===== src/rtl/encod16x4_queue_pkg.sv =====
// Shared widths, FSM state type and index helpers for the 16-to-4 event encoder.
// Pure definitions: no timing, no flow control.
package encod_pkg;

  localparam int IDX_W   = 4;
  localparam int N_LINES = 16;

  typedef enum logic {
    ENC_IDLE = 1'b0,
    ENC_HOLD = 1'b1
  } enc_state_t;

  function automatic logic [N_LINES-1:0] idx2onehot(input logic [IDX_W-1:0] idx);
    return N_LINES'(1) << idx;
  endfunction

endpackage


===== src/rtl/encod16x4_queue_prio_sel16.sv =====
// First-set-bit finder over 16 lines, searching upward from a start offset and wrapping 15->0.
// Purely combinational, zero latency, no flow control.
module prio_sel16
  import encod_pkg::*;
(
  input  logic [N_LINES-1:0] vec,
  input  logic [IDX_W-1:0]   start,
  output logic               found,
  output logic [IDX_W-1:0]   idx
);

  logic [2*N_LINES-1:0] dbl;
  logic [N_LINES-1:0]   rot;
  logic [IDX_W-1:0]     off;

  // Rotate so that bit 'start' lands at position 0, then take the lowest set bit.
  always_comb begin
    dbl = {vec, vec} >> start;
    rot = dbl[N_LINES-1:0];
    off = '0;
    for (int i = N_LINES-1; i >= 0; i--) begin
      if (rot[i]) off = IDX_W'(i);
    end
    found = |vec;
    idx   = off + start;
  end

endmodule


===== src/rtl/encod16x4_queue.sv =====
// Collects event lines into a pending set and emits each as a 4-bit index; req->pending 1 edge, ->out_valid 2 edges.
// out_idx holds while out_valid & ~out_ready; pending keeps accumulating under backpressure, duplicates coalesce.
module encod16x4_queue
  import encod_pkg::*;
#(
  parameter bit RR = 1'b0
) (
  input  logic               clk,
  input  logic               rst_n,
  input  logic [N_LINES-1:0] req,
  input  logic               flush,
  input  logic               out_ready,
  output logic               out_valid,
  output logic [IDX_W-1:0]   out_idx,
  output logic [N_LINES-1:0] pending,
  output logic               busy,
  output logic               merged
);

  enc_state_t         state;
  logic [IDX_W-1:0]   last_idx;
  logic [IDX_W-1:0]   start;
  logic [IDX_W-1:0]   sel_idx;
  logic               found;
  logic               load;
  logic [N_LINES-1:0] load_mask;

  assign start = RR ? IDX_W'(last_idx + 1'b1) : '0;

  prio_sel16 u_sel (
    .vec   (pending),
    .start (start),
    .found (found),
    .idx   (sel_idx)
  );

  assign out_valid = (state == ENC_HOLD);
  assign busy      = out_valid | (|pending);

  // Load when the output stage is empty or is being drained this edge.
  assign load      = found & (~out_valid | out_ready);
  assign load_mask = load ? idx2onehot(sel_idx) : '0;

  always_ff @(posedge clk or negedge rst_n) begin
    if (!rst_n) begin
      state    <= ENC_IDLE;
      pending  <= '0;
      out_idx  <= '0;
      last_idx <= 4'hF;
      merged   <= 1'b0;
    end else if (flush) begin
      state   <= ENC_IDLE;
      pending <= '0;
      merged  <= 1'b0;
    end else begin
      // A bit leaving for the output stage this edge is not a duplicate; req re-queues it.
      pending <= (pending & ~load_mask) | req;
      merged  <= |(req & pending & ~load_mask);
      if (load) begin
        state    <= ENC_HOLD;
        out_idx  <= sel_idx;
        last_idx <= sel_idx;
      end else if (out_valid && out_ready) begin
        state <= ENC_IDLE;
      end
    end
  end

endmodule


===== config.mk =====
export PLATFORM = sky130hd
export DESIGN_NAME = encod16x4_queue
export DESIGN_NICKNAME = d
export VERILOG_FILES = /design/src/rtl/encod16x4_queue_pkg.sv /design/src/rtl/encod16x4_queue_prio_sel16.sv /design/src/rtl/encod16x4_queue.sv
export SDC_FILE = /design/constraint.sdc
export NUM_CORES = 1
export LEC_CHECK = 0
export ABC_AREA = 1
export CORE_MARGIN = 2
export CORE_UTILIZATION = 44
export DETAILED_ROUTE_END_ITERATION = 8
export HOLD_SLACK_MARGIN = 0.1
export PLACE_DENSITY = 0.71
export RECOVER_POWER = 100
export SETUP_SLACK_MARGIN = 0.02
export SYNTH_ARGS = -nofsm -noshare
export SYNTH_HDL_FRONTEND = slang
export SYNTH_SLANG_ARGS = --single-unit

===== constraint.sdc =====
create_clock -name clk -period 2.4 [get_ports clk]
set_input_delay 0.72 -clock clk [delete_from_list [all_inputs] [get_ports clk]]
set_output_delay 0.72 -clock clk [all_outputs]
set_load 0.05 [all_outputs]

; Word-level counts from Yosys, hierarchy flattened
; Cells that the tools add are included.
[word_totals]
out_inout_bits = 23
reg_bits = 22
inputBits = 20
[op_classes]
reduce_logical = 5
shift = 1
bitwise_logic = 10
muxes = 22
[ops]
columns = op, n
row1 = 4-bit 2-to-1 mux, 16
row2 = 16-bit bitwise AND, 3
row3 = 16-bit 2-to-1 mux, 2
row4 = 16-bit OR reduction, 2
row5 = 16-bit NOT, 1
row6 = 16-bit OR, 1
row7 = "1-bit by 4-bit << shifter with 16-bit output, first input constant", 1
row8 = 1-bit 2-to-1 mux, 4
row9 = 3-bit nonzero test, 1
row10 = 1-bit NOT, 2
row11 = 1-bit OR, 2
row12 = 2-bit AND reduction, 1
row13 = 1-bit bitwise AND, 1
row14 = 1-bit logical AND, 1

; Depth between registers and ports, before layout
; Gate-level depths: netlist of run 1.
[logic_depth]
depth_word = 22
mapped_depth = 22
depth_no_buf = 22

; By module
; From an unflattened synthesis of run 1, not the netlist that was laid out.
[unflattened]
hier_cells = 393
hier_area_um2 = 2499.9
[by_module_without_submodules]
columns = module, instances, cells_each, area_per_inst_um2
row1 = encod16x4_queue, 1, 169, 1252.5
row2 = prio_sel16, 1, 224, 1247.4

; Least setup slack after synthesis of run 1
; No wires, ideal clock.
[synth_timing]
path_kind = flip-flop to output port
from = reg pending[0]
to = out busy
required_time_ns = 1.680
slack_ns = 0.060
path_buffers = 0
path_stages_with_launch = 9
arrival_ns = 1.620
cell_sequence = dfrtp_1 -> inv_2 -> nand2_2 -> nor3_2 -> inv_2 -> nor2_4 -> inv_2 -> nor2_1 -> nand2_1
[synth_between]
elab_chain_len = 2
[synth_rtl]
columns = item, line
row1 = from (decl), encod16x4_queue.sv:15  ; output logic [N_LINES-1:0] pending,
row2 = from (signal assigned), encod16x4_queue.sv:57  ; pending <= (pending & ~load_mask) | req;
row3 = 16-bit OR reduction, encod16x4_queue.sv:38  ; assign busy = out_valid | (|pending);
row4 = 1-bit OR, encod16x4_queue.sv:38
row5 = to (decl), encod16x4_queue.sv:16  ; output logic busy,
; Every way passes these cells.

; Final worst setup path of run 1
[layout_timing]
from = reg pending[11]
to = out busy
; Same word-level chain as after synthesis.

==> flow_metrics.py, run 1 <==
metrics = {
    "status": {
        "status": "complete, no violations",
    },
    "power_and_ir_drop": {
        "power.density_nw_per_um2": 510,
        "pwr-share-comb_pct": 40.3,
        "leakage_nw": 1.07,
        "power_mw": 1.07,
        "pwr-share-seq_pct": 40.4,
        "ir_drop_mv": 0.248,
        "p_int_mw": 0.648,
        "p_sw_mw": 0.421,
        "switching_share_pct": 39.4,
        "clkPwrFrac_pct": 19.4,
    },
    "synthesis": {
        "yosys_register_bits": 22,
        "synth_area_um2": 1470,
        "yosys.area_share.adder_pct": 0,
        "synthesis.nets": 228,
        "yosys_warnings": 0,
        "yosysSeqAreaShare_pct": 37.6,
        "ys_top_cells_by_area": "dfrtp_1, nand2_1, inv_1, nor2_1, a21oi_1",
        "synth_top_area_share_pct": 37.6,
        "synthCells": 208,
        "synth_xor_area_share_pct": 0,
        "synth_top_family_by_area": "simple AND/OR/NAND/NOR gates",
        "synth_simple_gate_area_share_pct": 37.6,
        "synth_cell_types": 24,
        "synth_compound_area_share_pct": 13.6,
        "synth_mux_area_share_pct": 0,
        "synth_top_area_cell": "dfrtp_1",
        "postSynthAreaPerCell_um2": 7.04,
    },
    "timing": {
        "final-setup-viol-count": 0,
        "timing.hold.ws_ns": 0.498,
        "max_clock_freq_mhz": 429,
        "maxSlewViolCount": 0,
        "period_share_pct": 97.1,
        "min_period_ns": 2.33,
        "skew_ns": 0.00291,
        "slew_headroom_pct": 19.0,
        "rsz0062_at_grt": "true",
        "finalSetupTns_ns": 0,
        "worst_pin_slew_ns": 1.22,
        "final_hold_viol_count": 0,
    },
    "floorplan": {
        "row_count": 20,
        "die_area_um2": 3810,
        "io-pin-count": 43,
        "die_h_um": 61.7,
        "start_util_pct": 47.2,
        "coreArea_um2": 3100,
        "die_w_um": 61.7,
    },
    "worst_setup_path": {
        "crit_slowest_cell": "dfrtp_1",
        "cp_top_family": "simple AND/OR/NAND/NOR gates",
        "critPathKind": "register to output pin",
        "arrival_ns": 1.61,
        "crit_required_ns": 1.68,
        "crit_path_max_fanout": 5,
        "crit_chain": "nor4_2, nand2_1, nor2_4, nand2_2, buf_6",
        "startpoint_type": "register",
        "path_buf_inv": 1,
        "worstSetupEndpointType": "output pin",
        "max_stage_delay_ns": 0.45,
    },
    "clock_network": {
        "cts.sinks": 22,
        "path_clk_slew_ns": 0.12,
        "hold_buffers": 0,
        "cts-root-buf": "clkbuf_4",
        "cts_tree": "built",
        "clk_latency_ns": 0.31,
        "clockBufferDepth": 2,
        "cts_buffers": 3,
        "htreeDepth": 1,
    },
    "placed_design": {
        "dp.cells": 294,
        "gp_congestion": 0.887,
        "place_hpwl_um": 2800,
        "numPortBuffers": 42,
    },
    "global_route": {
        "grt_pass1_wl_um": 6200,
        "grt_max_degree": 23,
        "grt_pass1_vias": 1410,
        "overflow": 0,
        "grt_usage_pct": 22.1,
        "grt_antenna_before_repair": 0,
    },
    "final_layout": {
        "final_common_cell": "nand2_1",
        "diodes": 0,
        "utilization_pct": 67.5,
        "final_cell_mix": "nand2_1, clkdlybuf4s50_1, inv_1",
        "drive_gt1_share_pct": 17.1,
        "nNetsFinal": 284,
        "fin_cells": 307,
        "area_delta_synth_final_pct": 43.0,
        "fill_cells": 300,
    },
    "drt": {
        "viasPerCell": 4.89,
        "drc": 0,
        "ant_nets": 0,
        "dr.first_iter.drc_count": 96,
        "first_pass_iters": 4,
        "via_count": 1501,
        "wl_um": 3780,
        "wl_per_cell_um": 12.3,
    },
    "job": {
        "maxCapViolations": 0,
    },
    "min_path": {
        "min_path_type": "register to register",
    },
}
worst reg2reg max path: stages, from the launching register on:
cell,delay [ns]
dfrtp_1,0.43
inv_2,0.09
nand2_4,0.07
nor3_4,0.13
inv_2,0.07
nor2_4,0.13
inv_4,0.06
buf_4,0.14
nor3_4,0.23
nand4_1,0.16
nand3_1,0.11
nand2_1,0.05
inv_1,0.05
nand3_1,0.06
nor2_1,0.10
a21oi_1,0.06
metrics by stage:
step / area (um^2) / setup slack, ns
after floorplan: 1470 / 0.0599
after global placement: 1950 / 0.0470
after detailed placement: 1950 / -0.0105
after CTS: 2040 / -0.00900
after global routing: 2090 / -0.0178
final: 2090 / 0.0686
cell usage after synthesis (all sizes together):
| master | instances |
|---|---|
| a21oi | 20 |
| nand2 | 49 |
| nor2 | 30 |
| inv | 40 |
| o21bai | 5 |
| nor4 | 1 |
| nor3 | 4 |
| nand4 | 12 |
| clkinv | 2 |
| dfrtp | 22 |
| nand3 | 14 |
| clkbuf | 2 |
| o21ai | 7 |
sequential cells by signal (all words and copies together) (netlist names):
signal and cells:
out_valid 1, out_idx 4, merged 1, pending 16
logic make-up after synthesis:
kind of cell	count (synthesis)
and+or+nand+nor	110
buffers and inverters	44
AOI/OAI and AO/OA	32
DFF	22
layer usage:
metal,global-route usage (%),vias to the layer above,wire length [um]
met5,0,-,0
met4,6.99,0,0
met3,3.11,0,186
met2,36.8,38,1840
met1,29.7,686,1750
li1,-,777,-
repair_timing:
action / in CTS / in global routing
gates cloned: 0 / 0
resized for setup: 7 / 8
setup buffers: 5 / 4
endpoints found under the hold margin: 0 / 0
pin swaps: 3 / 3
setup endpoints to repair: 1 / 5
cell type report:
type / count / area [um^2] / area share, %
clock buffers: 4 / 36.3 / 1.73
inverters: 42 / 160 / 7.65
multi-input cells: 142 / 781 / 37.3
well taps: 44 / 55.1 / 2.63
flip-flops and latches: 22 / 551 / 26.3
repair buffers: 53 / 512 / 24.4
power groups by stage:
stage	Clock (mW)	Sequential [mW]	Combinational (mW)
after floorplan	0	0.540	0.166
after global placement	0	0.438	0.410
after detailed placement	0	0.438	0.412
after CTS	0.216	0.431	0.426
after global routing	0.240	0.437	0.466
final	0.207	0.432	0.430
worst paths after layout:
kind / startpoint / endpoint / slack, ns / cells after the start
max: pending[11]$_DFF_PN0_ / busy / 0.07 / 5
min: out_idx[3]$_DFFE_PN0P_ / out_idx[3]$_DFFE_PN0P_ / 0.50 / 2
max reg2reg: pending[0]$_DFF_PN0_ / merged$_DFF_PN0_ / 0.35 / 15
min reg2reg: out_idx[3]$_DFFE_PN0P_ / out_idx[3]$_DFFE_PN0P_ / 0.50 / 2
max in group asynchronous: rst_n / pending[15]$_DFF_PN0_ / 0.52 / 2
min in group asynchronous: rst_n / pending[1]$_DFF_PN0_ / 1.17 / 2
Note: power is estimated with default switching activity, not from simulation.
==> run 2, diff against run 1 <==
--- a/config.mk
+++ b/config.mk
@@ -6,7 +6,7 @@
 export NUM_CORES = 1
 export LEC_CHECK = 0
 export ABC_AREA = 1
-export CORE_MARGIN = 2
+export CORE_MARGIN = 5
 export CORE_UTILIZATION = 44
 export DETAILED_ROUTE_END_ITERATION = 8
 export HOLD_SLACK_MARGIN = 0.1
==> flow_metrics.py, run 2 (synthesis results as in run 1) <==
metrics = {
    "final_layout": {
        "largest_reg_flops": 16,
        "design_area_um2": 2030,
        "drive_gt1_share_pct": 15.3,
        "reg.largest.list": "pending x16, out_idx x4",
        "final_cell_mix": "nand2_1, inv_1, nor2_1, clkdlybuf4s50_1, dfrtp_1",
        "diodes": 0,
        "area_delta_synth_final_pct": 38.8,
        "regMostFlops": "pending",
        "final_common_cell": "nand2_1",
        "nNetsFinal": 284,
    },
    "timing": {
        "skew_ns": 0.00540,
        "rsz0062_at_grt": "true",
        "timing.hold.ws_ns": 0.492,
        "max_clock_freq_mhz": 426,
        "slew_headroom_pct": 22.2,
        "maxSlewViolCount": 0,
        "min_period_ns": 2.35,
        "fin_ws_ns": 0.0515,
        "worst_pin_slew_ns": 1.17,
        "final-setup-viol-count": 0,
        "final_hold_viol_count": 0,
        "period_share_pct": 97.9,
        "finalSetupTns_ns": 0,
    },
    "power_and_ir_drop": {
        "p_int_mw": 0.603,
        "p_sw_mw": 0.423,
        "leakage_nw": 1.00,
        "pwr-share-seq_pct": 41.9,
        "power.density_nw_per_um2": 505,
        "pwr-share-comb_pct": 40.7,
        "ir_drop_mv": 0.238,
        "switching_share_pct": 41.2,
        "power_mw": 1.03,
        "clkPwrFrac_pct": 17.4,
    },
    "floorplan": {
        "io-pin-count": 43,
        "start_util_pct": 44.6,
        "row_count": 21,
        "die_area_um2": 4580,
        "die_h_um": 67.7,
        "coreArea_um2": 3280,
        "die_w_um": 67.7,
    },
    "global_route": {
        "overflow": 0,
        "grt_pass1_wl_um": 6070,
        "grt_antenna_before_repair": 0,
        "grt_pass1_vias": 1373,
        "grt_util_met3_pct": 2.50,
        "grt_max_degree": 23,
        "busiest_layer": "met2",
        "grt_usage_pct": 17.7,
        "grtUsageMet2_pct": 30.3,
        "grt_use_met1_pct": 22.7,
    },
    "placed_design": {
        "place_area_um2": 1970,
        "numPortBuffers": 42,
        "place_ws_ns": -0.0232,
        "place_hpwl_um": 2980,
        "gp_congestion": 0.899,
    },
    "min_path": {
        "min_path_type": "register to register",
    },
    "clock_network": {
        "cts-root-buf": "clkbuf_4",
        "hold_buffers": 0,
        "cts_buffers": 3,
        "cts.sinks": 22,
        "path_clk_slew_ns": 0.13,
        "htreeDepth": 1,
        "clockBufferDepth": 2,
        "cts_tree": "built",
        "clk_latency_ns": 0.32,
    },
    "worst_setup_path": {
        "path_buf_inv": 1,
        "worstSetupEndpointType": "output pin",
        "startpoint_type": "register",
        "arrival_ns": 1.63,
        "crit_path_max_fanout": 5,
        "crit_chain": "clkdlybuf4s50_1",
        "crit_required_ns": 1.68,
        "crit_slowest_cell": "clkdlybuf4s50_1",
        "max_stage_delay_ns": 0.84,
        "critPathKind": "register to output pin",
        "cp_top_family": "buffers and inverters",
    },
    "drt": {
        "viasPerCell": 4.81,
        "drc": 0,
        "first_pass_iters": 4,
        "via_count": 1482,
        "wl_per_cell_um": 12.6,
        "dr.first_iter.drc_count": 65,
        "ant_nets": 0,
        "wl_um": 3870,
    },
    "status": {
        "status": "complete, no violations",
    },
    "job": {
        "maxCapViolations": 0,
    },
}
-- run 2: cell types whose count changed in the layout (fill, tap and decap cells not counted), sizes merged --
cell and delta:
dlygate4sd3 +7, clkbuf +5, clkdlybuf4s50 -6, buf -2
dlymetal6s2s -5
-- run 2: worst register-to-register path, cell delays in order (launching register included) --
cell and delay [ns]:
dfrtp_1 0.46, inv_2 0.08, nand2_1 0.05, nand2_1 0.05
nand2_1 0.04, nand2_1 0.05, nand2_1 0.04, nand2_1 0.06
nand2_1 0.05, nand2_1 0.06, nand2_1 0.05, nand2_1 0.11
nand2_4 0.07, nand2_4 0.10, nand2_4 0.06, nand2_1 0.12
nand3_1 0.14, o21bai_2 0.18, nand3_2 0.09, nor2_1 0.13
a21oi_1 0.08
-- run 2: final timing paths --
path	from	to	slack (ns)	depth (start not counted)
min in group asynchronous	rst_n	pending[0]$_DFF_PN0_	1.14	2
hold reg to reg	out_idx[2]$_DFFE_PN0P_	out_idx[2]$_DFFE_PN0P_	0.49	2
setup / recovery	pending[12]$_DFF_PN0_	pending[12]	0.05	1
setup reg to reg	pending[13]$_DFF_PN0_	merged$_DFF_PN0_	0.25	20
max in group asynchronous	rst_n	pending[14]$_DFF_PN0_	0.57	2
hold / removal	out_idx[2]$_DFFE_PN0P_	out_idx[2]$_DFFE_PN0P_	0.49	2
-- run 2: per-layer routing --
metal  vias to the layer above  routed length, um
li1                        770                  -
met1                       662               1770
met2                        43               1820
met3                         7                222
met4                         0                 60
met5                         -                  0
-- run 2: final cells by class --
| type | count | area, um^2 |
|---|---|---|
| fill | 321 | 1250 |
| sequential | 22 | 551 |
| tap | 46 | 57.6 |
| clock buffer | 3 | 22.5 |
| timing repair buffer | 53 | 474 |
| inverter | 42 | 160 |
| multi-input combinational | 142 | 768 |
-- run 2: power by group through the flow --
| stage | clock (mW) | sequential, mW | combinational, mW |
|---|---|---|---|
| 2_1_floorplan | 0 | 0.540 | 0.166 |
| 3_3_place_gp | 0 | 0.438 | 0.415 |
| 3_5_place_dp | 0 | 0.438 | 0.417 |
| 4_1_cts | 0.178 | 0.431 | 0.429 |
| 5_1_grt | 0.194 | 0.435 | 0.453 |
| 6_report | 0.178 | 0.430 | 0.417 |
-- run 2: repair_timing --
action / 4_1_cts / 5_1_grt
setup buffers: 4 / 2
pin swaps: 0 / 1
setup endpoints to repair: 1 / 5
endpoints found under the hold margin: 0 / 0
gates resized for setup: 3 / 11
-- run 2: through the flow --
stage	std cells	utilization, %
2_1_floorplan	208	-
3_3_place_gp	299	60.0
3_5_place_dp	299	60.0
4_1_cts	306	61.8
5_1_grt	308	61.9
6_report	308	61.9
